$ cat config.mk
export PLATFORM = sky130hd
export DESIGN_NAME = hazard_stall_ctrl
export DESIGN_NICKNAME = d
export VERILOG_FILES = /design/src/rtl/hazard_stall_ctrl_pkg.sv /design/src/rtl/hazard_scoreboard.sv /design/src/rtl/hazard_stall_ctrl.sv
export SDC_FILE = /design/constraint.sdc
export NUM_CORES = 1
export LEC_CHECK = 0
export BUFFER_PORTS_ARGS = -buffer_cell sky130_fd_sc_hd__buf_4
export CAP_MARGIN = 20
export CORE_MARGIN = 3
export CORE_UTILIZATION = 35
export CTS_BUF_LIST = sky130_fd_sc_hd__clkbuf_8
export DETAILED_ROUTE_END_ITERATION = 6
export GPL_ROUTABILITY_DRIVEN = 0
export PLACE_DENSITY = 0.57
export SLEW_MARGIN = 5
export SYNTH_ARGS = -nofsm -noshare
export SYNTH_HDL_FRONTEND = slang
export SYNTH_HIERARCHICAL = 1
export SYNTH_SLANG_ARGS = --single-unit
export TNS_END_PERCENT = 1
$ cat constraint.sdc
create_clock -name clk -period 1.35 [get_ports clk]
set_input_delay 0.2025 -clock clk [delete_from_list [all_inputs] [get_ports clk]]
set_output_delay 0.2025 -clock clk [all_outputs]
set_load 0.01 [all_outputs]
$ cat src/rtl/hazard_stall_ctrl_pkg.sv
// hazard_stall_ctrl_pkg: shared widths, NOP encoding, FSM states and scoreboard entry type
package hazard_stall_ctrl_pkg;
    localparam int REG_W = 3;
    localparam logic [15:0] NOP = 16'h0800;
    typedef enum logic {RUN = 1'b0, BR_WAIT = 1'b1} state_t;
    typedef struct packed {
        logic             v;
        logic [REG_W-1:0] dst;
    } sb_entry_t;
endpackage

$ cat src/rtl/hazard_scoreboard.sv
// hazard_scoreboard: 3-entry (EX, MEM, WB) in-flight destination shift register with two compare ports
//  clk, rst      clock, sync active-high reset (clears all valids)
//  hold          freeze the shift register this cycle
//  new_entry     entry shifted into EX when not holding
//  cmp_a, cmp_b  register numbers compared against the valid entries
//  hit_a, hit_b  a compared valid entry holds that register
module hazard_scoreboard
    import hazard_stall_ctrl_pkg::*;
#(
    parameter bit WB_BYPASS = 1'b1
) (
    input  logic             clk,
    input  logic             rst,
    input  logic             hold,
    input  sb_entry_t        new_entry,
    input  logic [REG_W-1:0] cmp_a,
    input  logic [REG_W-1:0] cmp_b,
    output logic             hit_a,
    output logic             hit_b
);
    sb_entry_t ex, mem, wb;

    always_ff @(posedge clk) begin
        if (rst) begin
            ex  <= '0;
            mem <= '0;
            wb  <= '0;
        end else if (!hold) begin
            wb  <= mem;
            mem <= ex;
            ex  <= new_entry;
        end
    end

    function automatic logic match(input sb_entry_t e, input logic [REG_W-1:0] r);
        return e.v && (e.dst == r);
    endfunction

    // With write-before-read regfile the WB producer is already visible to ID.
    always_comb begin
        hit_a = match(ex, cmp_a) | match(mem, cmp_a) | (!WB_BYPASS & match(wb, cmp_a));
        hit_b = match(ex, cmp_b) | match(mem, cmp_b) | (!WB_BYPASS & match(wb, cmp_b));
    end
endmodule

$ cat src/rtl/hazard_stall_ctrl.sv
// hazard_stall_ctrl: stall/enable source for the 5-stage pipeline (RAW, branch fetch hold, memory freeze)
//  clk, rst                       clock, sync active-high reset
//  id_rs, id_rt, id_reading_*     ID source operands and whether they are read
//  id_reg_write, id_dst           ID destination write and register
//  id_br_or_jmp                   ID instruction is a branch or jump
//  imem_stall, dmem_stall         instruction / data memory not ready
//  stall_idex                     bubble into ID/EX
//  if_id_en, id_ex_en             PC+IF/ID and ID/EX advance
//  ex_mem_en, mem_wb_en           EX/MEM and MEM/WB advance
//  fetch_squash                   IF/ID loads NOP instead of the fetched word
module hazard_stall_ctrl
    import hazard_stall_ctrl_pkg::*;
#(
    parameter int BR_PENALTY = 2,
    parameter bit WB_BYPASS  = 1'b1
) (
    input  logic             clk,
    input  logic             rst,
    input  logic [REG_W-1:0] id_rs,
    input  logic [REG_W-1:0] id_rt,
    input  logic             id_reading_rs,
    input  logic             id_reading_rt,
    input  logic             id_reg_write,
    input  logic [REG_W-1:0] id_dst,
    input  logic             id_br_or_jmp,
    input  logic             imem_stall,
    input  logic             dmem_stall,
    output logic             stall_idex,
    output logic             if_id_en,
    output logic             id_ex_en,
    output logic             ex_mem_en,
    output logic             mem_wb_en,
    output logic             fetch_squash
);
    state_t    state;
    logic [2:0] br_cnt;
    logic      hit_rs, hit_rt, raw, accept;
    sb_entry_t new_entry;

    assign raw       = (id_reading_rs & hit_rs) | (id_reading_rt & hit_rt);
    assign accept    = !dmem_stall && !raw;
    assign new_entry = {accept & id_reg_write, id_dst};

    hazard_scoreboard #(.WB_BYPASS(WB_BYPASS)) u_sb (
        .clk       (clk),
        .rst       (rst),
        .hold      (dmem_stall),
        .new_entry (new_entry),
        .cmp_a     (id_rs),
        .cmp_b     (id_rt),
        .hit_a     (hit_rs),
        .hit_b     (hit_rt)
    );

    // Priority: rst > dmem_stall freeze > raw bubble > fetch squash > normal.
    always_comb begin
        stall_idex   = rst | (!dmem_stall & raw);
        if_id_en     = rst | accept;
        id_ex_en     = rst | !dmem_stall;
        ex_mem_en    = rst | !dmem_stall;
        mem_wb_en    = rst | !dmem_stall;
        fetch_squash = rst | (accept & (imem_stall | (state == BR_WAIT)));
    end

    // br_cnt counts the remaining squash cycles; the window only advances on non-frozen cycles.
    always_ff @(posedge clk) begin
        if (rst) begin
            state  <= RUN;
            br_cnt <= '0;
        end else if (!dmem_stall) begin
            if (state == BR_WAIT) begin
                br_cnt <= br_cnt - 3'd1;
                if (br_cnt == 3'd1) state <= RUN;
            end else if (accept && id_br_or_jmp) begin
                state  <= BR_WAIT;
                br_cnt <= 3'(BR_PENALTY);
            end
        end
    end
endmodule
==> impl_metrics.py <==
metrics = {
    "cts": {
        "cts_buffers": 3,
        "htree_levels": 1,
        "path_clk_slew_ns": 0.06,
        "cts_sinks": 12,
        "postCtsHoldBufs": 0,
        "cts_buffer_depth": 2,
        "cts_root_buffer": "clkbuf_8",
        "clk_latency_ns": 0.24,
        "cts_tree": "done",
    },
    "critical_path": {
        "reg2reg_depth": 6,
        "crit_fanout": 5,
        "crit_chain": "xnor2_2, nand4_1, nand2_2, a221oi_4, o21ai_1, nand2_1, buf_4",
        "r2r_end": "br_cnt[0]",
        "cp-end-kind": "output port",
        "arrival_ns": 1.52,
        "slowest_stage": "dfxtp_2",
        "required_ns": 1.15,
        "rrSetupSlack_ns": -0.12,
        "max_stage_delay_ns": 0.35,
        "start_kind": "flip-flop",
        "critPathKind": "reg2out",
        "r2r_start": "u_sb/mem[2]",
    },
    "outcome": {
        "violations": "setup timing",
        "run_status": "complete, but fails checks",
    },
    "finish": {
        "num_antenna_cells": 0,
        "final_cells": 127,
        "drive_gt1_frac": 0.461,
        "area_delta_synth_final_pct": 37.5,
        "nNetsFinal": 122,
        "fill_cells": 183,
    },
    "timing": {
        "grt_setup_unrepaired": "true",
        "slew_violations": 0,
        "period_minus_slack_ns": 1.72,
        "tightest_slew_ns": 0.392,
        "fin_crit_sh": 1.27,
        "setup_viol": 7,
        "setup_ws_ns": -0.369,
        "fin_skew_ns": 0.00310,
        "fin_setup_tns_ns": -1.23,
        "hold_viol_final": 0,
        "slew_headroom": 0.738,
        "fmax_mhz": 582,
    },
    "synthesis": {
        "synth_simple_gate_area_share": 0.190,
        "seq_area_frac_synth": 0.332,
        "ys_ff_latch": 12,
        "synth_area_um2": 724,
        "synth_nets": 96,
        "syn_inst": 77,
        "ys_types": 26,
        "muxShareOfSynthArea": 0.126,
        "synthAdderAreaFrac": 0.0345,
        "synth-compound-area-share": 0.116,
        "syn_avg_cell_area_um2": 9.41,
        "yosysWarnings": 6,
        "synth_xor_area_frac": 0.145,
        "synth_top_family_by_area": "simple AND/OR/NAND/NOR gates",
    },
    "flow_run": {
        "maxCapViolations": 0,
    },
    "power": {
        "intPower_mw": 0.742,
        "p_switching_mw": 0.238,
        "cellPowerDensity_mw_per_mm2": 984,
        "power_mw": 0.980,
        "ir_drop_v": 0.000828,
        "p_leak_nw": 0.429,
        "clockPowerShare": 0.404,
        "switching_share": 0.243,
        "pwr-share-seq": 0.400,
        "combinationalPowerShare": 0.196,
    },
    "min_path": {
        "hold_depth": 3,
        "min_path_type": "in2reg",
        "hold_end": "u_sb/ex[0]",
        "worstHoldStart": "id_dst[0]",
    },
    "die": {
        "std_cell_rows": 15,
        "core-area_mm2": 0.00184,
        "io_pins": 23,
        "initial_core_util": 0.394,
        "die_w_um": 51.5,
        "fp.dieArea_mm2": 0.00265,
        "die_h_um": 51.5,
    },
    "global_route": {
        "antenna_found_initial": 0,
        "grt_util_all_layers": 0.138,
        "grt_pass1_wl_um": 2620,
        "grt_max_degree": 16,
        "grt_pass1_vias": 605,
        "grt_remaining_overflow": 0,
    },
    "route": {
        "first_pass_iters": 2,
        "drt_iter0_drc": 2,
        "viasPerCell": 4.88,
        "wl_per_cell_um": 12.0,
        "drt-total-wl_um": 1530,
        "vias": 620,
        "postRouteAntennaNets": 0,
        "drc": 0,
    },
    "placement": {
        "numPlacedInstances": 122,
        "dp_hpwl_um": 1210,
        "post-place-ws_ns": -0.173,
        "io_buffer_count": 22,
    },
}
critical path, delay by kind of cell (launching register included):
| family | cells | cell delay [ns] |
|---|---|---|
| flip-flops | 1 | 0.35 |
| AND/OR/NAND/NOR | 3 | 0.24 |
| XOR/XNOR | 1 | 0.14 |
| buffers and inverters | 1 | 0.11 |
| AO/OA/AOI/OAI | 2 | 0.44 |
final cells by class:
class                   count  area (µm²)  area share
well taps                  25        31.3      0.0314
clock buffers               4        55.1      0.0553
multi-input cells          58         463       0.465
flip-flops and latches     12         248       0.249
inverters                   3        11.3      0.0113
repair buffers             25         188       0.188
repair_timing:
| item | CTS | global route |
|---|---|---|
| buffers inserted | 1 | 0 |
| endpoints found under the setup margin | 8 | 8 |
| resized for setup | 3 | 2 |
| cloned | 0 | 0 |
| pin swaps | 7 | 1 |
worst max path at each step:
| stage | cells past startpoint | from | endpoint | slack [ns] |
|---|---|---|---|---|
| final | 7 | u_sb/mem[2] | fetch_squash | -0.37 |
| after global routing | 7 | u_sb/mem[2] | fetch_squash | -0.48 |
| after CTS | 7 | u_sb/ex[2] | fetch_squash | -0.38 |
| after detailed placement | 7 | u_sb/mem[2] | fetch_squash | -0.17 |
| after global placement | 7 | u_sb/ex[1] | fetch_squash | -0.17 |
| after floorplan | 6 | u_sb/ex[2] | br_cnt[0] | -0.02 |
logic make-up (layout without fill, tap and decap cells):
group                      Yosys count  after routing
muxes                                9              9
AOI/OAI and AO/OA                    8              8
adders and majority gates            2              2
xor gates and xnor gates            12             12
DFF                                 12             12
and+or+nand+nor                     27             27
buffers and inverters                7             32
synth_stat cells:
| cell | count | area [µm²] |
|---|---|---|
| a21oi_1 | 1 | 5.00 |
| a221oi_2 | 1 | 15.0 |
| a221oi_4 | 1 | 26.3 |
| a22o_2 | 1 | 10.0 |
| a22oi_1 | 1 | 7.51 |
| a32o_1 | 1 | 10.0 |
| and2_2 | 1 | 7.51 |
| and4bb_2 | 1 | 12.5 |
| buf_1 | 1 | 3.75 |
| buf_4 | 2 | 15.0 |
| buf_6 | 1 | 11.3 |
| dfxtp_1 | 12 | 240 |
| ha_1 | 2 | 25.0 |
| inv_1 | 3 | 11.3 |
| mux2_2 | 1 | 11.3 |
| mux2i_1 | 8 | 80.1 |
| nand2_1 | 4 | 15.0 |
| nand2_2 | 1 | 6.26 |
| nand4_1 | 4 | 25.0 |
| nor2_1 | 11 | 41.3 |
| nor2b_1 | 1 | 6.26 |
| nor3_1 | 2 | 10.0 |
| nor3b_1 | 1 | 7.51 |
| o21ai_0 | 2 | 10.0 |
| or2_2 | 1 | 6.26 |
| xnor2_1 | 12 | 105 |
cell usage in the layout (no fill, tap or decap), types with 2 or more instances in the layout:
master,n
xnor2_2,2
clkbuf_8,4
xnor2_1,10
buf_4,25
inv_1,3
nor2_1,11
nand4_1,4
mux2i_1,8
dfxtp_2,6
nand2_2,3
ha_1,2
nand2_1,2
dfxtp_1,6
nor3_1,2
flip-flops by register name, indices dropped and copies added (netlist names):
signal and flops:
state 1, u_sb/ex 4, u_sb/mem 4, br_cnt 3
per-layer routing:
| metal | global-route usage | vias to the layer above | wire length, µm |
|---|---|---|---|
| met3 | 0.0344 | 5 | 95 |
| li1 | - | 315 | - |
| met2 | 0.216 | 19 | 661 |
| met5 | 0 | - | 0 |
| met4 | 0.105 | 0 | 44 |
| met1 | 0.160 | 281 | 724 |
power groups by stage:
stage	Combinational (mW)	Clock (mW)	Sequential (mW)
after floorplan	0.109	0	0.396
after global placement	0.184	0	0.399
after detailed placement	0.185	0	0.400
after CTS	0.192	0.405	0.392
after global routing	0.212	0.424	0.395
final	0.192	0.396	0.392
through the flow:
stage	cell area, µm²	hold WS (ns)	utilization
after floorplan	733	0.269	-
after global placement	915	0.435	0.497
after detailed placement	915	0.445	0.497
after CTS	986	0.189	0.536
after global routing	996	0.205	0.541
final	996	0.192	0.541
Power figures use the tool's default switching activity.
